--- config.mk ---
export PLATFORM = sky130hd
export DESIGN_NAME = mc_ctrl
export DESIGN_NICKNAME = d
export VERILOG_FILES = /design/src/rtl/mc_defs_pkg.sv /design/src/rtl/mc_decode.sv /design/src/rtl/mc_ctrl.sv
export SDC_FILE = /design/constraint.sdc
export NUM_CORES = 1
export LEC_CHECK = 0
export CELL_PAD_IN_SITES_DETAIL_PLACEMENT = 1
export CELL_PAD_IN_SITES_GLOBAL_PLACEMENT = 1
export CORE_MARGIN = 8
export CORE_UTILIZATION = 29
export CTS_BUF_LIST = sky130_fd_sc_hd__clkbuf_4
export DETAILED_ROUTE_END_ITERATION = 6
export PLACE_DENSITY_LB_ADDON = 0.1
export SYNTH_ARGS = -nofsm -noshare
export SYNTH_HDL_FRONTEND = slang
export SYNTH_SLANG_ARGS = --single-unit
--- constraint.sdc ---
create_clock -name clk -period 2.9 [get_ports clk]
set_input_delay 0.58 -clock clk [delete_from_list [all_inputs] [get_ports clk]]
set_output_delay 0.58 -clock clk [all_outputs]
set_load 0.05 [all_outputs]
--- src/rtl/mc_defs_pkg.sv ---
// mc_defs: shared state, opcode/funct and mux-select encodings for the multi-cycle MIPS controller
package mc_defs;
   typedef enum logic [3:0] {
      S_IF     = 4'd0,
      S_ID     = 4'd1,
      S_EXE_R  = 4'd2,
      S_EXE_I  = 4'd3,
      S_ADDR   = 4'd4,
      S_MEM_RD = 4'd5,
      S_MEM_WR = 4'd6,
      S_WB_R   = 4'd7,
      S_WB_I   = 4'd8,
      S_WB_LW  = 4'd9,
      S_BR     = 4'd10,
      S_JMP    = 4'd11,
      S_TRAP   = 4'd12
   } state_t;

   localparam logic [5:0] OP_RTYPE = 6'b000000;
   localparam logic [5:0] OP_LW    = 6'b100011;
   localparam logic [5:0] OP_SW    = 6'b101011;
   localparam logic [5:0] OP_ADDI  = 6'b001000;
   localparam logic [5:0] OP_ANDI  = 6'b001100;
   localparam logic [5:0] OP_ORI   = 6'b001101;
   localparam logic [5:0] OP_LUI   = 6'b001111;
   localparam logic [5:0] OP_BEQ   = 6'b000100;
   localparam logic [5:0] OP_BNE   = 6'b000101;
   localparam logic [5:0] OP_J     = 6'b000010;

   localparam logic [5:0] F_ADD = 6'b100000;
   localparam logic [5:0] F_SUB = 6'b100010;
   localparam logic [5:0] F_AND = 6'b100100;
   localparam logic [5:0] F_OR  = 6'b100101;
   localparam logic [5:0] F_SLT = 6'b101010;

   localparam int SRCB_REG  = 0;
   localparam int SRCB_FOUR = 1;
   localparam int SRCB_SEXT = 2;
   localparam int SRCB_BR   = 3;
   localparam int SRCB_ZEXT = 4;
   localparam int SRCB_LUI  = 5;

   localparam int ALUOP_ADD   = 0;
   localparam int ALUOP_SUB   = 1;
   localparam int ALUOP_FUNCT = 2;
   localparam int ALUOP_LOGIC = 3;

   localparam logic [1:0] PCSRC_ALU = 2'd0;
   localparam logic [1:0] PCSRC_OUT = 2'd1;
   localparam logic [1:0] PCSRC_JMP = 2'd2;
endpackage

--- src/rtl/mc_decode.sv ---
// mc_decode: combinational opcode/funct classifier for the multi-cycle controller
module mc_decode
   import mc_defs::*;
(
   input  logic [5:0] opcode,
   input  logic [5:0] funct,
   output logic       is_r,
   output logic       is_lw,
   output logic       is_sw,
   output logic       is_imm,
   output logic       is_br,
   output logic       is_j,
   output logic       illegal
);
   assign is_r    = opcode == OP_RTYPE && funct inside {F_ADD, F_SUB, F_AND, F_OR, F_SLT};
   assign is_lw   = opcode == OP_LW;
   assign is_sw   = opcode == OP_SW;
   assign is_imm  = opcode inside {OP_ADDI, OP_ANDI, OP_ORI, OP_LUI};
   assign is_br   = opcode inside {OP_BEQ, OP_BNE};
   assign is_j    = opcode == OP_J;
   assign illegal = !(is_r || is_lw || is_sw || is_imm || is_br || is_j);
endmodule

--- src/rtl/mc_ctrl.sv ---
// mc_ctrl: multi-cycle MIPS control FSM driving PC, IR, regfile, memory and ALU mux selects.
// Define MC_ILLEGAL_TRAP_EN to trap illegal instructions in S_TRAP and expose the illegal output.
module mc_ctrl
   import mc_defs::*;
#(
   parameter int SRCB_W  = 3,
   parameter int ALUOP_W = 2
)(
   input  logic               clk,
   input  logic               reset,
   input  logic [5:0]         opcode,
   input  logic [5:0]         funct,
   input  logic               zero,
   input  logic               mem_ready,
   output logic               pc_write,
   output logic               pc_write_cond,
   output logic [1:0]         pc_source,
   output logic               i_or_d,
   output logic               mem_read,
   output logic               mem_write,
   output logic               ir_write,
   output logic               reg_dst,
   output logic               mem_to_reg,
   output logic               reg_write,
   output logic               alu_src_a,
   output logic [SRCB_W-1:0]  alu_src_b,
   output logic [ALUOP_W-1:0] alu_op,
`ifdef MC_ILLEGAL_TRAP_EN
   output logic               illegal,
`endif
   output logic [3:0]         state_o
);
`ifdef MC_ILLEGAL_TRAP_EN
   localparam state_t ILL_NEXT = S_TRAP;
`else
   localparam state_t ILL_NEXT = S_IF;
`endif
   state_t state, nxt;
   logic is_r, is_lw, is_sw, is_imm, is_br, is_j, dec_illegal;

   mc_decode u_dec (
      .opcode (opcode),
      .funct  (funct),
      .is_r   (is_r),
      .is_lw  (is_lw),
      .is_sw  (is_sw),
      .is_imm (is_imm),
      .is_br  (is_br),
      .is_j   (is_j),
      .illegal(dec_illegal)
   );

   always_ff @(posedge clk)
      state <= reset ? S_IF : nxt;

   always_comb begin
      nxt = S_IF;
      case (state)
         S_IF:     nxt = mem_ready ? S_ID : S_IF;
         S_ID:     nxt = dec_illegal ? ILL_NEXT :
                         is_r ? S_EXE_R :
                         (is_lw || is_sw) ? S_ADDR :
                         is_imm ? S_EXE_I :
                         is_br ? S_BR :
                         is_j ? S_JMP : S_IF;
         S_EXE_R:  nxt = S_WB_R;
         S_EXE_I:  nxt = S_WB_I;
         S_ADDR:   nxt = is_sw ? S_MEM_WR : S_MEM_RD;
         S_MEM_RD: nxt = mem_ready ? S_WB_LW : S_MEM_RD;
         S_MEM_WR: nxt = mem_ready ? S_IF : S_MEM_WR;
         S_TRAP:   nxt = S_TRAP;
         default:  nxt = S_IF;
      endcase
   end

   // Everything is forced to zero while reset is high, whatever state the register still holds.
   always_comb begin
      pc_write   = 1'b0;
      pc_source  = PCSRC_ALU;
      i_or_d     = 1'b0;
      mem_read   = 1'b0;
      mem_write  = 1'b0;
      ir_write   = 1'b0;
      reg_dst    = 1'b0;
      mem_to_reg = 1'b0;
      reg_write  = 1'b0;
      alu_src_a  = 1'b0;
      alu_src_b  = SRCB_W'(SRCB_REG);
      alu_op     = ALUOP_W'(ALUOP_ADD);
      if (!reset)
         case (state)
            S_IF: begin
               mem_read  = 1'b1;
               alu_src_b = SRCB_W'(SRCB_FOUR);
               ir_write  = mem_ready;
               pc_write  = mem_ready;
            end
            S_ID: alu_src_b = SRCB_W'(SRCB_BR);
            S_EXE_R: begin
               alu_src_a = 1'b1;
               alu_op    = ALUOP_W'(ALUOP_FUNCT);
            end
            S_EXE_I: begin
               alu_src_a = 1'b1;
               alu_op    = ALUOP_W'(ALUOP_LOGIC);
               alu_src_b = opcode == OP_LUI  ? SRCB_W'(SRCB_LUI) :
                           opcode == OP_ADDI ? SRCB_W'(SRCB_SEXT) : SRCB_W'(SRCB_ZEXT);
            end
            S_ADDR: begin
               alu_src_a = 1'b1;
               alu_src_b = SRCB_W'(SRCB_SEXT);
            end
            S_MEM_RD: begin
               mem_read = 1'b1;
               i_or_d   = 1'b1;
            end
            S_MEM_WR: begin
               mem_write = 1'b1;
               i_or_d    = 1'b1;
            end
            S_WB_R: begin
               reg_write = 1'b1;
               reg_dst   = 1'b1;
            end
            S_WB_I: reg_write = 1'b1;
            S_WB_LW: begin
               reg_write  = 1'b1;
               mem_to_reg = 1'b1;
            end
            S_BR: begin
               alu_src_a = 1'b1;
               alu_op    = ALUOP_W'(ALUOP_SUB);
               pc_source = PCSRC_OUT;
            end
            S_JMP: begin
               pc_write  = 1'b1;
               pc_source = PCSRC_JMP;
            end
            default: ;
         endcase
   end

   assign pc_write_cond = !reset && state == S_BR && (opcode == OP_BEQ ? zero : !zero);
   assign state_o = state;
`ifdef MC_ILLEGAL_TRAP_EN
   assign illegal = state == S_TRAP;
`endif
endmodule

* Word-level counts from Yosys, hierarchy flattened
Index checks and enable logic that the tools add are counted.
Storage, ports and cells: register bits 4
Cells by class: eq/ne operators 26, reductions and logical operators 20, muxes and demuxes 38
Operators with widths (number):
- equality test 6 bit (second input constant) | 7
- case mux 4 bit (8 select lines) | 1
- 2-to-1 mux 4 bit | 7
- equality test 6 x 4 -> 1 bit (second input constant) | 4
- equality test 4 bit (second input constant) | 5
- 2-to-1 mux 1 bit | 19
- equality test 4 x 3 -> 1 bit (second input constant) | 4
- equality test 6 x 3 -> 1 bit (second input constant) | 2
- 2-to-1 mux 3 bit | 4
- case mux 3 bit (4 select lines) | 1
- equality test 4 x 2 -> 1 bit (second input constant) | 2
- equality test 6 x 2 -> 1 bit (second input constant) | 1
- logical NOT 6 bit | 1
- logical OR 1 bit | 6
- 2-to-1 mux 2 bit | 3
- case mux 2 bit (3 select lines) | 1
- nonzero test 5 bit | 1
- equality test 4 x 1 -> 1 bit (second input constant) | 1
- logical NOT 4 bit | 1
- case mux 2 bit (2 select lines) | 1
- nonzero test 4 bit | 1
- OR reduction 2 bit | 2
- OR reduction 4 bit | 1
- logical AND 1 bit | 3
- 4 further kinds | 5

* Longest topological paths before layout
word-level depth 10, depth in mapped cells 6, gate-level depth less buffers 4

* Cells and area by module
Synthesis repeated with hierarchy kept, for this count alone.
Unflattened totals: cells, all modules 113, area, all modules 774.5 µm²
Modules (own cells, without submodules):
- mc_ctrl | sequential area each 80.1 µm², area each 571.8 µm², cells each 85, instances 1
- mc_decode | sequential area each 0.0 µm², area each 202.7 µm², cells each 28, instances 1

* Least setup slack after synthesis
Ideal clock, no wire load.
path kind register to output, start register state[0] (netlist: state_o[0]), end output alu_src_b[0], path buffers 1, stages on the path, launching flop included 4, data arrival time 3645 ps, slack -1325 ps, required time 2320 ps, path through dfxtp_1 > clkbuf_1 > nand4_1 > a2111oi_0
On the way: cells in the longest elaborated chain, start to end 3, elaborated cells on any way between the ends 6, those cells by class eq/ne (3); mux (2); reduce/logical (1)
Ends and longest elaborated chain:
- start: declaration | RTL line mc_ctrl.sv:38 | state_t state, nxt;
- start signal: assignment | RTL line mc_ctrl.sv:54 | state <= reset ? S_IF : nxt;
- equality test 4 x 3 -> 1 bit (tied with other cells) | RTL line mc_ctrl.sv:91 | case (state)
- case mux 3 bit (4 select lines) (*) | RTL line mc_ctrl.sv:91
- 2-to-1 mux 3 bit (*) | RTL line mc_ctrl.sv:90 | if (!reset)
- end: declaration | RTL line mc_ctrl.sv:26 | output logic [SRCB_W-1:0] alu_src_b,
Every way passes the cells marked *; elsewhere a longest branch is shown, timed or not.

* Worst setup path in the final report
start input opcode[3], end output alu_src_b[0]
On the way: cells in the longest elaborated chain, start to end 4
Ends and longest elaborated chain:
- start: declaration | RTL line mc_ctrl.sv:11 | input logic [5:0] opcode,
- equality test 6 x 4 -> 1 bit | RTL line mc_ctrl.sv:106 | alu_src_b = opcode == OP_LUI ? SRCB_W'(SRCB_LUI) :
- 2-to-1 mux 3 bit | RTL line mc_ctrl.sv:106
- case mux 3 bit (4 select lines) | RTL line mc_ctrl.sv:91
- 2-to-1 mux 3 bit | RTL line mc_ctrl.sv:90
No other way between the ends.

==> impl_results.md <==
* Wire length on met1 at 1090 um
* Crit Path Category: input pin to primary output
* Syn Nets at 116
* GRT Overall Usage at 12.7%
* Hold Vio Cnt, Final at 0
* Register share of total power at 19.1%
* Core area at 0.00239 mm2
* Layout area overhead at 83.2%
* Synth Flop Type: dfxtp_1
* Maximum vdd drop at about 0.19 mV
* Global-route wire length before repair at between 4000 and 5000 um
* Met3 wire len at approximately 140 um
* Register area at 80.1 um2
* Area occupied by multi-input gates at about 580 um2
* Fill count at 304
* Max-slew violations at 0
* Netlist cell types at 44
* Max Fanout on Critical Path at 3
* Final period util at a little over nine tenths
* Cell area after synthesis at 702 um2
* GP Congestion at 0.801
* Die Y at approximately 65 um
* Largest register FFs at 4
* Port Buffers at 36
* Measured slew at the worst slew-check pin at ~0.60 ns
* Internal power at around 0.00023 W
* Post-CTS sizing at 0
* CTS tree: built
* I/O Pins at 37
* Final Setup Violations at 0
* Worst-case clock buffer depth at 2
* Die W at 65.2 um
* Commonest non-fill, non-tap cell in the layout: clkdlybuf4s50_1
* Routed len/inst at 16.1 um
* N_diodes at 0
* Pwr Total at 0.000420 W
* Synth top area cells: dfxtp_1 (11%), nor2_1 (8.0%), a21oi_1 (7.8%)
* Final wirelength at 2660 um
* Commonest non-fill, non-tap cells in the layout: clkdlybuf4s50_1 (19), buf_12 (15), nor2_1 (14)
* Synth top area share at a little under an eighth
* DRC at 0
* Setup TNS at 0 ns
* Clk_skew at between 0.0003 and 0.0004 ns
* DR iter-0 viols at 21
* Highest metal layer with signal wires: met4
* DR WL met2 at 1430 um
* Vias at 909
* Pre-antenna DRT Iters at 5
* Max-Cap Viols at 0
* Root buf cell: clkbuf_4
* RSZ-0062 raised after global routing: no
* Status: finished clean
* Clock power share at 16.3%
* H-Tree Depth at 1
* Comb power frac at 64.6%
* Net Sw Frac at 45.9%
* CTS sink cnt at 4
* F_max at 0.359 GHz
* Sequential share of the synthesized area at 11.4%
* Initial Utilization at 29.4%
* CTS Buf Count at 3
* Post-route setup slack at 0.117 ns
* Nets@finish at 153
* Cts hold-fix bufs at 0
* Share of cells above drive strength 1 at between 20% and 30%
* Largest area contributor in the netlist: dfxtp_1
* Max transition margin at 60.0%
* Syn_area_per_cell at about 7.0 um2
* FF-to-FF setup slack at roughly 0.87 ns
* Finished Core Util at 53.9%
* Row cnt at 18
* Pwr per Cell Area at 327 mW/mm2
* Net Switching at 0.000193 W
* Post-synth EDFFs at 0
* HPWL after detailed placement at approximately 2200 um
* Pin count of the biggest net entering global routing at 18
* Synth Register Bits at 4
* Worst skew pair latency at 0.23 ns
* Element type at the critical path end: primary output
* FFs w/ async S/R, synth at 0%
* Leakage power at 0.467 nW
* Worst path required time at around 2.3 ns
* Overflow left after global routing at 0
* Drt via density at 5.51
* Crit path DAT at 2.20 ns
* Vias in the first global route at around 950
* Final Critical Period at approximately 2.8 ns
* Post-DRT Antenna Nets at 0
* Initial antenna violation count at 0
* Die area at roughly 0.0043 mm2
* Post-synthesis cell count at 100
* Synth Warn # at 0
* Setup Fix Bufs, Post-CTS at 0
* Startpoint types: input pin
* DP Worst Slack at roughly 0.10 ns
* Clock Pin Slew Worst Setup and Hold Paths at 0.04 ns
* Hold WC Path Type: flip-flop to flip-flop
-- power by group through the flow --
stage / Combinational (W) / Sequential (W) / Clock [W]
final: 0.000272 / 0.0000802 / 0.0000684
after global routing: 0.000288 / 0.0000814 / 0.0000756
after CTS: 0.000274 / 0.0000802 / 0.0000695
after detailed placement: 0.000273 / 0.0000809 / 0
after global placement: 0.000269 / 0.0000805 / 0
after floorplan: 0.000145 / 0.0000884 / 0
-- layer usage --
layer / vias to the layer above / global-route usage, %
met1: 439 / 14.2
met4: 0 / 3.27
li1: 440 / -
met3: 2 / 2.55
met5: - / 0
met2: 28 / 23.5
-- final timing paths --
check	start	end	depth (start not counted)
max reg2reg	state_o[0]	state_o[1]	4
max	opcode[3]	alu_src_b[0]	5
min reg2reg	state_o[0]	state_o[2]	3
min	state_o[0]	state_o[2]	3
-- cells by family after synthesis --
group                  after synthesis  synth area share (%)
AND/OR/NAND/NOR                     53                  50.3
XOR/XNOR                             2                  2.50
multiplexers                         1                  1.43
buffers and inverters               13                  9.45
AO/OA/AOI/OAI                       27                  25.0
flip-flops                           4                  11.4
-- worst max-delay path, stage by stage --
cell and delay, ns:
clkdlybuf4s50_1 0.54, and3_1 0.21, nand4_1 0.14, a2111oi_2 0.53, buf_12 0.19
-- cells in the mapped netlist (all sizes together), types with 2 or more instances --
master / number
nor2: 15
a21oi: 11
nand2b: 7
clkbuf: 6
buf: 5
dfxtp: 4
nand3b: 4
nand2: 3
nor3: 3
o21ai: 3
or3b: 3
and3: 2
and4b: 2
inv: 2
nor2b: 2
nor3b: 2
nor4: 2
nor4b: 2
o21bai: 2
-- area by class of cell --
type	instances	area share, %
multi-input cells	83	45.1
repair buffers	43	43.4
flip-flops and latches	4	6.23
well taps	30	2.92
clock buffers	3	1.75
inverters	2	0.584
-- metrics by stage --
stage               std cells  hold WS, ns  instance area (um2)
global route              165        0.962                 1290
finish                    165        0.911                 1290
detailed placement        162        0.905                 1260
global placement          162        0.918                 1260
floorplan                 100        0.815                  727
CTS                       165        0.911                 1290
No activity file was read; power rests on OpenSTA's default activity.
